[src/rtl/vot_chk_pkg.sv]
// Shared definitions for the majority-voter response checker.
package vot_chk_pkg;

  typedef enum logic [1:0] {
    IDLE = 2'd0,
    RUN  = 2'd1,
    DONE = 2'd2
  } state_t;

  // Number of distinct input vectors for an n-input voter.
  function automatic int unsigned num_vec(input int unsigned n);
    return 32'd1 << n;
  endfunction

endpackage

[src/rtl/vot_resp_check_if.sv]
// Stimulus/response and result bundle between a check driver and vot_resp_check.
interface vot_resp_check_if #(
  parameter int unsigned NO_IN = 3
);
  logic             start;
  logic [NO_IN-1:0] stimul;
  logic             stimul_vld;
  logic             vot;
  logic [NO_IN:0]   vec_cnt;
  logic [NO_IN:0]   err_cnt;
  logic             done;
  logic             pass;
  logic [NO_IN-1:0] first_err;
  logic             first_err_vld;

  modport master (
    output start, stimul, stimul_vld, vot,
    input  vec_cnt, err_cnt, done, pass, first_err, first_err_vld
  );

  modport slave (
    input  start, stimul, stimul_vld, vot,
    output vec_cnt, err_cnt, done, pass, first_err, first_err_vld
  );
endinterface

[src/rtl/vot_ref.sv]
// Combinational majority reference: exp_vot is 1 when more than half the inputs are set.
module vot_ref #(
  parameter int unsigned NO_IN = 3
) (
  input  logic [NO_IN-1:0] stimul,
  output logic             exp_vot
);
  localparam int unsigned CW = $clog2(NO_IN + 1);

  logic [CW-1:0] ones;

  always_comb begin
    ones = '0;
    for (int unsigned i = 0; i < NO_IN; i++) begin
      ones = ones + CW'(stimul[i]);
    end
  end

  assign exp_vot = (ones > CW'(NO_IN / 2));
endmodule

[src/rtl/vot_resp_check.sv]
// Checks a majority voter's responses over all 2^NO_IN vectors, counting samples and mismatches.
// Define VOT_CHK_FIRST_ERR_EN to capture the first failing vector of each run.
module vot_resp_check
  import vot_chk_pkg::*;
#(
  parameter int unsigned NO_IN = 3
) (
  input logic             clk,
  input logic             rst,
  vot_resp_check_if.slave bus
);
  localparam int unsigned CNT_W = NO_IN + 1;
  localparam int unsigned NV    = num_vec(NO_IN);

  state_t           state;
  logic [CNT_W-1:0] vec_cnt;
  logic [CNT_W-1:0] err_cnt;
  logic [NV-1:0]    bitmap;
  logic             done;
  logic             pass;

  logic             exp_vot_c;
  logic             mis_c;
  logic             full_c;
  logic [NV-1:0]    bitmap_nxt_c;
  logic [CNT_W-1:0] vec_nxt_c;
  logic [CNT_W-1:0] err_nxt_c;

  vot_ref #(.NO_IN(NO_IN)) u_ref (
    .stimul  (bus.stimul),
    .exp_vot (exp_vot_c)
  );

  // Next values for one accepted sample; counters hold at all-ones.
  always_comb begin
    mis_c        = (bus.vot != exp_vot_c);
    bitmap_nxt_c = bitmap | (NV'(1) << bus.stimul);
    full_c       = &bitmap_nxt_c;
    vec_nxt_c    = (&vec_cnt) ? vec_cnt : vec_cnt + CNT_W'(1);
    err_nxt_c    = (mis_c && !(&err_cnt)) ? err_cnt + CNT_W'(1) : err_cnt;
  end

  always_ff @(posedge clk or posedge rst) begin
    if (rst) begin
      state   <= IDLE;
      vec_cnt <= '0;
      err_cnt <= '0;
      bitmap  <= '0;
      done    <= 1'b0;
      pass    <= 1'b0;
    end else begin
      case (state)
        IDLE, DONE: begin
          // A sample arriving with start is dropped; only the restart counts.
          if (bus.start) begin
            state   <= RUN;
            vec_cnt <= '0;
            err_cnt <= '0;
            bitmap  <= '0;
            done    <= 1'b0;
            pass    <= 1'b0;
          end
        end
        RUN: begin
          if (bus.stimul_vld) begin
            vec_cnt <= vec_nxt_c;
            err_cnt <= err_nxt_c;
            bitmap  <= bitmap_nxt_c;
            if (full_c) begin
              state <= DONE;
              done  <= 1'b1;
              pass  <= (err_nxt_c == '0);
            end
          end
        end
        default: state <= IDLE;
      endcase
    end
  end

  assign bus.vec_cnt = vec_cnt;
  assign bus.err_cnt = err_cnt;
  assign bus.done    = done;
  assign bus.pass    = pass;

`ifdef VOT_CHK_FIRST_ERR_EN
  logic [NO_IN-1:0] first_err;
  logic             first_err_vld;

  // Holds the first mismatching vector until the next restart.
  always_ff @(posedge clk or posedge rst) begin
    if (rst) begin
      first_err     <= '0;
      first_err_vld <= 1'b0;
    end else if ((state != RUN) && bus.start) begin
      first_err     <= '0;
      first_err_vld <= 1'b0;
    end else if ((state == RUN) && bus.stimul_vld && mis_c && !first_err_vld) begin
      first_err     <= bus.stimul;
      first_err_vld <= 1'b1;
    end
  end

  assign bus.first_err     = first_err;
  assign bus.first_err_vld = first_err_vld;
`else
  assign bus.first_err     = '0;
  assign bus.first_err_vld = 1'b0;
`endif

endmodule

[src/flat_wrapper.sv]
// flat-port wrapper written by rule: the top's interface ports become plain ports
module vot_resp_check_flat import vot_chk_pkg::*;
#(
  parameter int unsigned NO_IN = 3
)
  (clk, rst, bus_start, bus_stimul, bus_stimul_vld, bus_vot, bus_vec_cnt, bus_err_cnt, bus_done, bus_pass, bus_first_err, bus_first_err_vld);
  vot_resp_check_if #(.NO_IN(NO_IN)) bus_i ();
  input logic clk;
  input logic rst;
  input wire logic [$bits(bus_i.start)-1:0] bus_start;
  input wire logic [$bits(bus_i.stimul)-1:0] bus_stimul;
  input wire logic [$bits(bus_i.stimul_vld)-1:0] bus_stimul_vld;
  input wire logic [$bits(bus_i.vot)-1:0] bus_vot;
  output wire logic [$bits(bus_i.vec_cnt)-1:0] bus_vec_cnt;
  output wire logic [$bits(bus_i.err_cnt)-1:0] bus_err_cnt;
  output wire logic [$bits(bus_i.done)-1:0] bus_done;
  output wire logic [$bits(bus_i.pass)-1:0] bus_pass;
  output wire logic [$bits(bus_i.first_err)-1:0] bus_first_err;
  output wire logic [$bits(bus_i.first_err_vld)-1:0] bus_first_err_vld;
  assign bus_i.start = bus_start;
  assign bus_i.stimul = bus_stimul;
  assign bus_i.stimul_vld = bus_stimul_vld;
  assign bus_i.vot = bus_vot;
  assign bus_vec_cnt = bus_i.vec_cnt;
  assign bus_err_cnt = bus_i.err_cnt;
  assign bus_done = bus_i.done;
  assign bus_pass = bus_i.pass;
  assign bus_first_err = bus_i.first_err;
  assign bus_first_err_vld = bus_i.first_err_vld;
  vot_resp_check #(.NO_IN(NO_IN)) u_core (.clk(clk), .rst(rst), .bus(bus_i));
endmodule
[config.mk]
export PLATFORM = sky130hd
export DESIGN_NAME = vot_resp_check_flat
export DESIGN_NICKNAME = d
export VERILOG_FILES = /design/src/rtl/vot_chk_pkg.sv /design/src/rtl/vot_resp_check_if.sv /design/src/rtl/vot_ref.sv /design/src/rtl/vot_resp_check.sv /design/src/flat_wrapper.sv
export SDC_FILE = /design/constraint.sdc
export NUM_CORES = 1
export LEC_CHECK = 0
export CORE_MARGIN = 5
export CORE_UTILIZATION = 26
export DETAILED_ROUTE_END_ITERATION = 12
export SYNTH_ARGS = -nofsm -noshare
export SYNTH_HDL_FRONTEND = slang
export SYNTH_SLANG_ARGS = --single-unit
[constraint.sdc]
create_clock -name clk -period 2.7 [get_ports clk]
set_input_delay 0.27 -clock clk [delete_from_list [all_inputs] [get_ports clk]]
set_output_delay 0.27 -clock clk [all_outputs]
set_load 0.02 [all_outputs]
==> results of run 1 <==
==> cells in the mapped netlist (4+ instances only) <==
cell      n  area share
o31ai_1   4       0.025
dfrtp_1  20        0.42
o21ai_0   4       0.017
nand2_1  14       0.044
nand3_1   5       0.021
a32o_1    4       0.034
inv_1     7       0.022
a21oi_1   8       0.034
nor2_1    5       0.016
buf_4     4       0.025
==> through the flow <==
stage               std cells  worst slack (ns)  total power [mW]
CTS                       191            0.5509             1.460
global route              191            0.4476             1.562
finish                    191            0.5537             1.443
detailed placement        187            0.3026             1.234
global placement          187            0.3419             1.210
floorplan                 123            0.8748            0.9906
==> cells by family after synthesis <==
logic type      after synthesis  share of synthesized area
other cells                   1                   0.003155
simple gates                 48                     0.2516
xor+xnor                      3                    0.02211
mux                           3                    0.02632
fa+ha+maj                     3                    0.03158
compound gates               27                     0.1653
buf+inv                      15                    0.07895
flops                        20                     0.4211
==> report_power, final <==
group          internal [mW]  switching (mW)
Clock                  0.129          0.0939
Combinational          0.320           0.323
Sequential             0.432           0.145
==> layer usage <==
layer	wire (um)	vias up	track usage
li1	-	473	-
met1	1039	459	0.09786
met2	1301	17	0.1569
met3	118	2	0.02199
met4	17	0	0.02405
met5	0	-	0
==> layout make-up <==
class | count | share of cell area
well taps | 52 | 0.04502
inverters | 7 | 0.01818
clock buffers | 4 | 0.03810
flip-flops and latches | 20 | 0.3463
multi-input cells | 88 | 0.4190
repair buffers | 20 | 0.1333
==> worst max-delay path by stage <==
stage / start / end / slack, ns / depth (start not counted)
global placement: bus_stimul[0] / u_core.bus.pass / 0.34 / 7
finish: bus_stimul[0] / u_core.bus.pass / 0.55 / 7
floorplan: bus_stimul[0] / u_core.bus.pass / 0.87 / 6
global route: bus_stimul[0] / u_core.bus.pass / 0.45 / 7
detailed placement: bus_stimul[0] / u_core.bus.pass / 0.30 / 7
CTS: bus_stimul[0] / u_core.bus.pass / 0.55 / 7
==> flip-flops by register name, summed over array words and instances (netlist names) <==
signal,flops
u_core.bitmap,8
u_core.bus.err_cnt,4
u_core.bus.vec_cnt,4
u_core.state,2
u_core.bus.done,1
u_core.bus.pass,1
==> placed cells by master (no fill, tap or decap), drive strengths merged, types with 2 or more instances in the layout <==
master / netlist / final
a311oi: 2 / 2
nand2: 14 / 14
a211oi: 3 / 3
clkbuf: 1 / 4
nand4: 2 / 2
buf: 7 / 3
clkdlybuf4s50: 0 / 17
and4b: 3 / 3
a32o: 4 / 4
and3: 2 / 2
nor2b: 3 / 3
or2: 2 / 2
ha: 3 / 3
nor2: 5 / 5
conb: 1 / 4
o21ai: 4 / 4
a21oi: 8 / 8
nand3: 5 / 5
dfrtp: 20 / 20
and4bb: 3 / 3
mux2i: 2 / 2
o31ai: 4 / 4
inv: 7 / 7
nand2b: 3 / 3
xor2: 3 / 3
==> worst register-to-register path, delay by kind of cell, from the launching register on <==
| kind | cells | cell delay [ns] |
|---|---|---|
| AND/OR/NAND/NOR | 3 | 0.99 |
| AO/OA/AOI/OAI | 2 | 0.29 |
| flip-flops | 1 | 0.39 |
==> results_dict.tcl, run 1 <==
set metrics [dict create \
    status "complete, no violations" \
    diodes 0 \
    grt_pass1_wl_mm 4.284 \
    rr_startpoint "u_core.bitmap[4]" \
    finalCritPeriodShare 0.7949 \
    cts_tree "yes" \
    finalClockSkew_ns 0.0009029 \
    hold_path.class "primary input to asynchronous set/reset pin" \
    path_class "primary input to flip-flop" \
    r2r-end "u_core.bus.pass" \
    path_clk_slew_ns 0.07 \
    async_reset_ff_frac 1.000 \
    cp-start-kind "primary input" \
    design.die.area_sq_um 6024 \
    ys_ff_latch 20 \
    place_area_sq_um 1390 \
    slew_violations 0 \
    clock_sinks 20 \
    fp.coreArea_sq_um 4384 \
    viasPerCell 4.979 \
    clock_latency_ns 0.25 \
    cts_made_buffers 3 \
    finalInstanceArea_sq_um 1445 \
    hold_viol_final 0 \
    gp_congestion 0.8346 \
    seq_area_sq_um 500.5 \
    crit_path_max_fanout 10 \
    setup_viol 0 \
    layout.nets 151 \
    ioPinCount 22 \
    cts-root-buf "clkbuf_8" \
    grt_overflow 0 \
    synth_edf_count 0 \
    reg2reg_depth 5 \
    reg2reg_slack_ns 0.93 \
    endpoint_kind "flip-flop" \
    syn-instance-count 120 \
    grt_max_degree 21 \
    dieHeight_um 77.62 \
    grt_pass1_vias 959 \
    ys_seq_area_frac 0.4211 \
    critical_path_buf_inv_count 2 \
    arrival_ns 2.31 \
    drtIter0Drc 39 \
    start_util 0.2711 \
    cap_violations 0 \
    synth_area_sq_um 1189 \
    leakagePower_nw 0.6291 \
    die_w_um 77.62 \
    cts_setup_buffers 0 \
    maxSlewHeadroom 0.4938 \
    crit_family "simple AND/OR/NAND/NOR gates" \
    tns_ns 0 \
    min_period_ns 2.146 \
    drcViolationCount 0 \
    synth_cell_types 36 \
    syn_avg_cell_area_sq_um 9.905 \
    path_cells "clkdlybuf4s50_1 -> buf_4 -> and4bb_1 -> a211oi_1 -> or4_4 -> or2_4 -> o32ai_2" \
    final_util 0.3296 \
    route.vias.total 951 \
    clockBufferDepth 2 \
    area_delta_synth_final_pct 21.58 \
    cts.htree.levels 1 \
    row_count 24 \
    drive_above_1_share 0.1079 \
    grt.total_usage 0.08598 \
    wirelength_mm 2.476 \
    fillCellCount 453 \
    post_cts_resized 0 \
    slowest_delay_ns 0.52 \
    hpwl_mm 1.930 \
    p_per_area_nw_per_um2 998.6 \
    timing.fmax_mhz 465.9 \
    firstDrtPassIters 4 \
    yosys_warnings 0 \
    cts_hold_buf 0 \
    critical-path-slowest-cell "or4_4" \
    wl_per_cell_um 12.96 \
    portBuffers 17 \
    multi_input_area_sq_um 605.6 \
    rsz0062_at_grt "false" \
    hold_slack_ns 0.4513 \
    vdd_ir_drop_max_mv 0.2884 \
    antenna_found_initial 0 \
    cp.required_ns 2.86 \
    antenna_left 0 \
    worst_slew_pin_slew_ns 0.7585 \
    synth_flop_cell "dfrtp_1" \
]
Power figures use the tool's default switching activity.
==> inputs of run 2 (changes only) <==
Clock period 2.7 ns to 2.2 ns, I/O delays scaled along.
==> run 2 against run 1 <==
Effect of this change:
- sequential power up 22%
- worst setup slack worse by 0.38 ns
- count of clock-buffer cells in the layout down 1
- critical path type unchanged
- global-route usage up 0.11 points
==> results_dict.tcl, run 2 (synthesis gave the netlist of run 1 again) <==
set metrics [dict create \
    grt.total_usage 0.08711 \
    antenna_found_initial 0 \
    grt_pass1_wl_mm 4.340 \
    cts.htree.levels 1 \
    worst_slew_pin_slew_ns 0.7766 \
    route.vias.total 966 \
    layout.nets 157 \
    final_common_cell "dfrtp_1" \
    dieHeight_um 77.62 \
    clock_latency_ns 0.26 \
    crit_start "bus_stimul[1]" \
    top_regs "u_core.bitmap x8, u_core.bus.err_cnt x4, u_core.bus.vec_cnt x4" \
    path_cells "clkdlybuf4s50_1 -> and4bb_2 -> a211oi_1 -> or4_4 -> or2_4 -> o32ai_2" \
    regMostFlops "u_core.bitmap" \
    post_cts_resized 0 \
    met1_usage 0.09551 \
    design.die.area_sq_um 6024 \
    firstDrtPassIters 4 \
    critical-path-slowest-cell "clkdlybuf4s50_1" \
    wirelength_mm 2.516 \
    drcViolationCount 0 \
    grt_use_met3 0.01968 \
    fillCellCount 440 \
    viasPerCell 4.904 \
    start_util 0.2711 \
    antenna_left 0 \
    cts-root-buf "clkbuf_8" \
    vdd_ir_drop_max_mv 0.3341 \
    cp-start-kind "primary input" \
    arrival_ns 2.20 \
    grt_pass1_vias 935 \
    gp_congestion 0.8296 \
    timing.fmax_mhz 492.4 \
    status "complete, no violations" \
    wl_per_cell_um 12.77 \
    leakagePower_nw 0.6642 \
    finalCritPeriodShare 0.9231 \
    drtIter0Drc 70 \
    reg2reg_depth 5 \
    hold_viol_final 0 \
    p_per_area_nw_per_um2 1247 \
    rr_startpoint "u_core.bitmap[6]" \
    die_w_um 77.62 \
    slowest_delay_ns 0.62 \
    crit_path_max_fanout 9 \
    slew_violations 0 \
    fp.coreArea_sq_um 4384 \
    r2r-end "u_core.bus.pass" \
    cp.required_ns 2.37 \
    endpoint_kind "flip-flop" \
    maxSlewHeadroom 0.4817 \
    setup_viol 0 \
    cts_hold_buf 0 \
    place_inst 193 \
    clock_sinks 20 \
    rsz0062_at_grt "false" \
    reg2reg_slack_ns 0.42 \
    min_period_ns 2.031 \
    cap_violations 0 \
    grtUsageMet2 0.1569 \
    path_class "primary input to flip-flop" \
    final_cells 197 \
    drive_above_1_share 0.1448 \
    cts_made_buffers 3 \
    mostFrequentLayoutCells "dfrtp_1 (20), clkdlybuf4s50_1 (17), nand2_1 (14)" \
    diodes 0 \
    cts_tree "yes" \
    final_util 0.3436 \
    ioPinCount 22 \
    path_clk_slew_ns 0.08 \
    tns_ns 0 \
    grt_overflow 0 \
    area_delta_synth_final_pct 26.74 \
    row_count 24 \
    hold_path.class "primary input to asynchronous set/reset pin" \
    finalClockSkew_ns 0.004153 \
    hpwl_mm 1.961 \
    grt_max_degree 21 \
    clockBufferDepth 2 \
    largest_reg_flops 8 \
    portBuffers 17 \
    gr-max-usage-layer "met2" \
    cts_setup_buffers 0 \
]
## run 2: changes by cell type in the layout (fill, tap and decap cells not counted), sizes merged
cell    before  now
buf          3    9
bufinv       0    1
clkbuf       4    3
## run 2: layout make-up
class,count,area [sq um],area share
Tap cell,52,65.06,0.04319
Clock buffer,3,41.29,0.02741
Inverter,7,26.28,0.01744
Clock inverter,1,30.03,0.01993
Timing Repair Buffer,26,237.7,0.1578
Sequential cell,20,500.5,0.3322
Multi-Input combinational cell,88,605.6,0.4020
## run 2: worst max path at each step
stage,slack (ns),to,cells after the start
global placement,-0.04,u_core.bus.pass,6
detailed placement,-0.1,u_core.bus.pass,6
CTS,0.16,u_core.bus.pass,6
finish,0.17,u_core.bus.pass,6
global route,0.08,u_core.bus.pass,7
floorplan,0.42,u_core.bus.pass,6
## run 2: through the flow
step                      instance area, sq um  total power, mW  hold slack (ns)  worst slack (ns)
final                                     1506            1.879           0.3976            0.1691
after global routing                      1506            2.029           0.4836           0.07872
after CTS                                 1506            1.900           0.4348            0.1588
after detailed placement                  1435            1.522           0.5018          -0.09789
after global placement                    1435            1.501           0.4986          -0.03644
after floorplan                           1200            1.216           0.1838            0.4248
## run 2: power by group
group          switching, mW  internal [mW]  total (mW)
Combinational          0.396          0.406       0.802
Clock                  0.129          0.243       0.372
Sequential             0.175          0.530       0.705
## run 2: critical path: cells and delay by family
family                 cells  cell delay (ns)
AOI/OAI and AO/OA          2             0.31
buffers and inverters      1             0.62
and+or+nand+nor            3             1.06
## run 2: routing by layer
metal / part of all wire / vias up
met1: 0.44 / 457
li1: - / 484
met5: 0 / -
met3: 0.047 / 5
met2: 0.49 / 20
met4: 0.019 / 0
==> inputs of run 3 (changes only) <==
Settings changed: HOLD_SLACK_MARGIN set to 0.02.
==> results of run 3 <==
Final layout, timing and power as in run 2 (identical DEF).
